--- config.mk ---
export PLATFORM = sky130hd
export DESIGN_NAME = sram_port_arbiter
export DESIGN_NICKNAME = d
export VERILOG_FILES = /design/src/rtl/sram_port_arbiter_pkg.sv /design/src/rtl/sram_port_arbiter_owner_fifo.sv /design/src/rtl/sram_port_arbiter.sv
export SDC_FILE = /design/constraint.sdc
export NUM_CORES = 1
export LEC_CHECK = 0
export ABC_AREA = 1
export BUFFER_PORTS_ARGS = -buffer_cell sky130_fd_sc_hd__buf_2
export CORE_AREA = 3 3 122 124
export DETAILED_ROUTE_END_ITERATION = 8
export DIE_AREA = 0 0 125 127
export PLACE_DENSITY = 0.46
export SLEW_MARGIN = 15
export SYNTH_ARGS = -nofsm -noshare
export SYNTH_HDL_FRONTEND = slang
export SYNTH_SLANG_ARGS = --single-unit
--- constraint.sdc ---
create_clock -name clk -period 2.8 [get_ports clk]
set_clock_uncertainty 0.15 [all_clocks]
set_input_delay 0.28 -clock clk [delete_from_list [all_inputs] [get_ports clk]]
set_output_delay 0.28 -clock clk [all_outputs]
set_load 0.02 [all_outputs]
--- src/rtl/sram_port_arbiter_pkg.sv ---
// Shared types for the SRAM port arbiter: owner ids, FSM states, transfer size codes.
package sram_port_arbiter_pkg;

    typedef enum logic {
        OwnerInst = 1'b0,
        OwnerData = 1'b1
    } owner_e;

    typedef enum logic {
        StIdle = 1'b0,
        StHold = 1'b1
    } arb_state_e;

    localparam logic [1:0] SizeByte = 2'd0;
    localparam logic [1:0] SizeHalf = 2'd1;
    localparam logic [1:0] SizeWord = 2'd2;

endpackage

--- src/rtl/sram_port_arbiter_owner_fifo.sv ---
// In-order FIFO of 1-bit owner ids for accepted-but-unanswered bus requests.
// Push and pop in the same cycle are both honoured, including when full.
module sram_port_arbiter_owner_fifo
    import sram_port_arbiter_pkg::*;
#(
    parameter int unsigned Depth = 4
) (
    input  logic   clk,
    input  logic   reset,
    input  logic   push,
    input  owner_e push_owner,
    input  logic   pop,
    output logic   full,
    output logic   empty,
    output owner_e head
);

    localparam int unsigned PtrW = $clog2(Depth);
    localparam int unsigned CntW = PtrW + 1;

    logic [Depth-1:0] mem_q, mem_d;
    logic [PtrW-1:0]  wr_ptr_q, wr_ptr_d;
    logic [PtrW-1:0]  rd_ptr_q, rd_ptr_d;
    logic [CntW-1:0]  cnt_q, cnt_d;

    assign full  = (cnt_q == CntW'(Depth));
    assign empty = (cnt_q == '0);
    assign head  = owner_e'(mem_q[rd_ptr_q]);

    // Next-state for storage, pointers (wrap naturally, Depth is a power of 2) and count
    always_comb begin
        mem_d    = mem_q;
        wr_ptr_d = wr_ptr_q;
        rd_ptr_d = rd_ptr_q;
        cnt_d    = cnt_q;
        if (push) begin
            mem_d[wr_ptr_q] = push_owner;
            wr_ptr_d        = wr_ptr_q + PtrW'(1);
        end
        if (pop) begin
            rd_ptr_d = rd_ptr_q + PtrW'(1);
        end
        case ({push, pop})
            2'b10:   cnt_d = cnt_q + CntW'(1);
            2'b01:   cnt_d = cnt_q - CntW'(1);
            default: cnt_d = cnt_q;
        endcase
    end

    // FIFO state registers with synchronous reset
    always_ff @(posedge clk) begin
        if (reset) begin
            mem_q    <= '0;
            wr_ptr_q <= '0;
            rd_ptr_q <= '0;
            cnt_q    <= '0;
        end else begin
            mem_q    <= mem_d;
            wr_ptr_q <= wr_ptr_d;
            rd_ptr_q <= rd_ptr_d;
            cnt_q    <= cnt_d;
        end
    end

endmodule

--- src/rtl/sram_port_arbiter.sv ---
// Shares one SRAM-like bridge port between the IF inst port and the EXE data port.
// Grant is locked until bus_addr_ok; responses are routed back in order via an owner FIFO.
// Build option ARB_RR_EN: round-robin arbitration instead of fixed data-over-inst priority.
module sram_port_arbiter
    import sram_port_arbiter_pkg::*;
#(
    parameter int unsigned OUTS_DEPTH = 4
) (
    input  logic        clk,
    input  logic        reset,

    input  logic        inst_sram_req,
    input  logic        inst_sram_wr,
    input  logic [1:0]  inst_sram_size,
    input  logic [3:0]  inst_sram_wstrb,
    input  logic [31:0] inst_sram_addr,
    input  logic [31:0] inst_sram_wdata,
    output logic        inst_sram_addr_ok,
    output logic        inst_sram_data_ok,
    output logic [31:0] inst_sram_rdata,

    input  logic        data_sram_req,
    input  logic        data_sram_wr,
    input  logic [1:0]  data_sram_size,
    input  logic [3:0]  data_sram_wstrb,
    input  logic [31:0] data_sram_addr,
    input  logic [31:0] data_sram_wdata,
    output logic        data_sram_addr_ok,
    output logic        data_sram_data_ok,
    output logic [31:0] data_sram_rdata,

    output logic        bus_req,
    output logic        bus_wr,
    output logic [1:0]  bus_size,
    output logic [3:0]  bus_wstrb,
    output logic [31:0] bus_addr,
    output logic [31:0] bus_wdata,
    input  logic        bus_addr_ok,
    input  logic        bus_data_ok,
    input  logic [31:0] bus_rdata,

    output logic        arb_err
);

    arb_state_e state_q, state_d;
    owner_e     grant_q, grant_d;
    owner_e     win;
    owner_e     grant;
    owner_e     head;
    logic       fifo_full, fifo_empty;
    logic       accept, pop, can_issue;
    logic       arb_err_q, arb_err_d;

`ifdef ARB_RR_EN
    owner_e rr_q, rr_d;

    // Round-robin pointer flips after every accepted request
    always_comb begin
        rr_d = rr_q;
        if (accept) begin
            rr_d = owner_e'(~rr_q);
        end
    end

    // Round-robin pointer register
    always_ff @(posedge clk) begin
        if (reset) begin
            rr_q <= OwnerData;
        end else begin
            rr_q <= rr_d;
        end
    end
`endif

    // Pick a winner among current requesters; data is the idle default
    always_comb begin
        win = OwnerData;
        if (inst_sram_req && data_sram_req) begin
`ifdef ARB_RR_EN
            win = rr_q;
`else
            win = OwnerData;
`endif
        end else if (inst_sram_req) begin
            win = OwnerInst;
        end
    end

    // A pop frees a slot this cycle, so a full FIFO may still accept
    assign pop       = bus_data_ok & ~fifo_empty;
    assign can_issue = ~fifo_full | pop;

    // Request and grant: frozen in HOLD, combinational in IDLE
    always_comb begin
        if (state_q == StHold) begin
            grant   = grant_q;
            bus_req = 1'b1;
        end else begin
            grant   = win;
            bus_req = (inst_sram_req | data_sram_req) & can_issue;
        end
    end

    assign accept = bus_req & bus_addr_ok;

    // Bus field mux follows the grant
    always_comb begin
        if (grant == OwnerInst) begin
            bus_wr    = inst_sram_wr;
            bus_size  = inst_sram_size;
            bus_wstrb = inst_sram_wstrb;
            bus_addr  = inst_sram_addr;
            bus_wdata = inst_sram_wdata;
        end else begin
            bus_wr    = data_sram_wr;
            bus_size  = data_sram_size;
            bus_wstrb = data_sram_wstrb;
            bus_addr  = data_sram_addr;
            bus_wdata = data_sram_wdata;
        end
    end

    assign inst_sram_addr_ok = accept & (grant == OwnerInst);
    assign data_sram_addr_ok = accept & (grant == OwnerData);

    // Responses go to the FIFO head owner with zero latency
    always_comb begin
        inst_sram_data_ok = pop & (head == OwnerInst);
        data_sram_data_ok = pop & (head == OwnerData);
        inst_sram_rdata   = inst_sram_data_ok ? bus_rdata : 32'h0;
        data_sram_rdata   = data_sram_data_ok ? bus_rdata : 32'h0;
    end

    // Lock FSM next-state: hold the grant while an exposed request is unaccepted
    always_comb begin
        state_d   = state_q;
        grant_d   = grant_q;
        arb_err_d = arb_err_q | (bus_data_ok & fifo_empty);
        case (state_q)
            StIdle: begin
                if (bus_req && !bus_addr_ok) begin
                    state_d = StHold;
                    grant_d = win;
                end
            end
            StHold: begin
                if (bus_addr_ok) begin
                    state_d = StIdle;
                end
            end
            default: state_d = StIdle;
        endcase
    end

    // FSM, frozen grant and sticky error registers
    always_ff @(posedge clk) begin
        if (reset) begin
            state_q   <= StIdle;
            grant_q   <= OwnerData;
            arb_err_q <= 1'b0;
        end else begin
            state_q   <= state_d;
            grant_q   <= grant_d;
            arb_err_q <= arb_err_d;
        end
    end

    assign arb_err = arb_err_q;

    sram_port_arbiter_owner_fifo #(
        .Depth (OUTS_DEPTH)
    ) u_owner_fifo (
        .clk        (clk),
        .reset      (reset),
        .push       (accept),
        .push_owner (grant),
        .pop        (pop),
        .full       (fifo_full),
        .empty      (fifo_empty),
        .head       (head)
    );

endmodule

==> flow_metrics.env <==
export IMPL_cp_max_fo=17
export IMPL_post_route_drc_count=0
export IMPL_worstRegToRegCells=12
export IMPL_post_route_period_util_pct=82.59
export IMPL_arrival_ns=1.88
export IMPL_drive_above_1_share_pct=48.74
export IMPL_syn_to_final_growth_pct=86.28
export IMPL_ys_warn_count=0
export IMPL_ys_types=20
export IMPL_hp_class="in -> reg"
export IMPL_die_h_um=127
export IMPL_cts_setup_buffers=0
export IMPL_wl_per_cell_um=12.45
export IMPL_synth_main_ff_cell="dfxtp_1"
export IMPL_crit_type="reg -> out"
export IMPL_htreeDepth=1
export IMPL_tns_ns=0
export IMPL_synth_area_per_cell_sq_um=4.845
export IMPL_cts_clk_slew_worst_paths_ns=0.04
export IMPL_cts_sinks=14
export IMPL_ys_ff_latch=14
export IMPL_grt_antenna_before_repair=1
export IMPL_dr_max_layer_used="met4"
export IMPL_drt_iter0_drc=89
export IMPL_io_pin_count=321
export IMPL_min_period_ns=2.313
export IMPL_place_area_sq_um=3934
export IMPL_final_cell_area_sq_um=4025
export IMPL_hold_path_depth=2
export IMPL_grt_max_degree=56
export IMPL_synth_seq_area_share_pct=12.97
export IMPL_grt_pass1_wl_um=16830
export IMPL_clock_power_share_pct=15.9
export IMPL_finalMaxSlewViolations=0
export IMPL_internal_power_mw=0.8902
export IMPL_cts_inserted_buffers=3
export IMPL_dieArea_sq_um=15880
export IMPL_start_util_pct=15.57
export IMPL_wl_met1_um=4290
export IMPL_max_freq_mhz=432.4
export IMPL_synthTopCellsByCount="232 x nand2_1, 51 x inv_1, 32 x nor3_1, 29 x nor2_2, 21 x nor2_1"
export IMPL_wl_met3_um=1197
export IMPL_cts_root_buffer="clkbuf_16"
export IMPL_rsz0062_at_grt="no"
export IMPL_hold_violations=0
export IMPL_synth_top_area_cell="nand2_1"
export IMPL_final_nets=938
export IMPL_synth_top_area_share_pct=40.30
export IMPL_p_total_mw=1.891
export IMPL_worstMarginPinSlew_ns=0.5108
export IMPL_start_kind="flop"
export IMPL_syn_area_sq_um=2161
export IMPL_cts_resized=0
export IMPL_maxCapViolations=0
export IMPL_gr_total_overflow=0
export IMPL_cp_required_ns=2.37
export IMPL_grt_total_usage_pct=12.94
export IMPL_leakagePower_nw=2.682
export IMPL_place_gp_congestion=0.7715
export IMPL_io_buffer_count=320
export IMPL_hpwlAfterDp_um=9823
export IMPL_drt_pass1_iter_count=4
export IMPL_synth_edf_count=0
export IMPL_core_sq_um=13880
export IMPL_cts_buffer_depth=2
export IMPL_cts_hold_buf=0
export IMPL_syn_inst=446
export IMPL_met2_length_um=6044
export IMPL_grt_pass1_vias=3304
export IMPL_vias_per_cell=3.863
export IMPL_slew_headroom_pct=65.95
export IMPL_synth_most_common_cell="nand2_1"
export IMPL_status="complete, no violations"
export IMPL_wl_um=11610
export IMPL_synthArstFlopShare_pct=0
export IMPL_ir_worst_vdd_mv=0.1672
export IMPL_p_sw_mw=1.001
export IMPL_rows=43
export IMPL_holdWs_ns=0.1899
export IMPL_finalSetupViolCount=0
export IMPL_cts_tree="done"
export IMPL_synth_area_leaders="nand2_1 40%, dfxtp_1 13%, inv_1 8.9%"
export IMPL_syn_nets=632
export IMPL_p_comb_share_pct=70.1
export IMPL_clkLatencyLatePin_ns=0.24
export IMPL_p_sw_share_pct=52.94
export IMPL_vias=3600
export IMPL_cellPowerDensity_nw_per_um2=469.9
export IMPL_cp_end_kind="output port"
export IMPL_ant_nets=0
export IMPL_seqPwrFrac_pct=14.0
export IMPL_fp_dieW_um=125
[state kept, by name, indices dropped and copies added (netlist names)]
| name | cells |
|---|---|
| u_owner_fifo.mem_q | 4 |
| u_owner_fifo.cnt_q | 3 |
| u_owner_fifo.rd_ptr_q | 2 |
| u_owner_fifo.wr_ptr_q | 2 |
| arb_err | 1 |
| grant_q | 1 |
| state_q | 1 |
[critical path, cell delays in order (launching register included)]
cell	delay (ns)
dfxtp_1	0.43
o21ai_1	0.10
a21oi_1	0.17
a21oi_2	0.07
nand2_2	0.36
buf_4	0.30
nor2_1	0.05
buf_2	0.15
[kinds of logic after synthesis]
kind of cell,synth area share [%]
simple gates,62.59
buf+inv,15.58
compound gates,5.037
flops,12.97
fa+ha+maj,3.822
[path summary, 6_finish.rpt]
path / from / end / slack [ns]
max: u_owner_fifo.rd_ptr_q[0]$_SDFFE_PP0P_ / inst_sram_rdata[0] / 0.49
min: reset / arb_err$_SDFF_PP0_ / 0.19
max reg2reg: u_owner_fifo.cnt_q[0]$_SDFFE_PP0P_ / u_owner_fifo.cnt_q[2]$_SDFFE_PP0P_ / 0.59
min reg2reg: arb_err$_SDFF_PP0_ / arb_err$_SDFF_PP0_ / 0.30
[power by group through the flow]
| stage | combinational (mW) | sequential (mW) | clock (mW) |
|---|---|---|---|
| CTS | 1.34 | 0.265 | 0.313 |
| global route | 1.47 | 0.271 | 0.321 |
| global placement | 1.35 | 0.268 | 0 |
| floorplan | 0.878 | 0.268 | 0 |
| finish | 1.33 | 0.265 | 0.301 |
| detailed placement | 1.34 | 0.269 | 0 |
[layout by cell type, fill, tap and decap left out]
cell type,instances
nor2_1,21
clkbuf_8,1
nand4_1,4
nand2_1,232
nor2_2,29
inv_2,2
clkbuf_16,3
ha_1,5
a21oi_2,1
buf_4,7
nand3_1,6
inv_1,51
o21ai_4,1
dfxtp_1,14
buf_2,320
nand2_2,1
o21ai_0,9
nor3_1,32
diode_2,1
fa_1,1
o21ai_1,2
a21oi_1,8
buf_12,1
[layout make-up]
| type | instances | area (sq um) |
|---|---|---|
| antenna | 1 | 2.502 |
| fill | 1610 | 9856 |
| tap | 180 | 225.2 |
| inverter | 53 | 198.9 |
| multi-input combinational | 352 | 1555 |
| timing repair buffer | 328 | 1674 |
| clock buffer | 4 | 88.84 |
| sequential | 14 | 280.3 |
[routing by layer]
layer,up-vias,global-route usage [%]
li1,1943,-
met1,1467,14.27
met2,186,24.58
met3,4,4.431
met4,0,1.786
met5,-,0
[through the flow]
step | utilization, % | worst slack [ns] | instances
after detailed placement | 28.34 | 0.5944 | 927
after global placement | 28.34 | 0.6368 | 927
after global routing | 29.00 | 0.2885 | 932
after CTS | 28.98 | 0.4654 | 931
final | 29.00 | 0.4874 | 932
after floorplan | - | 0.8186 | 446
Note: power is estimated with default switching activity, not from simulation.
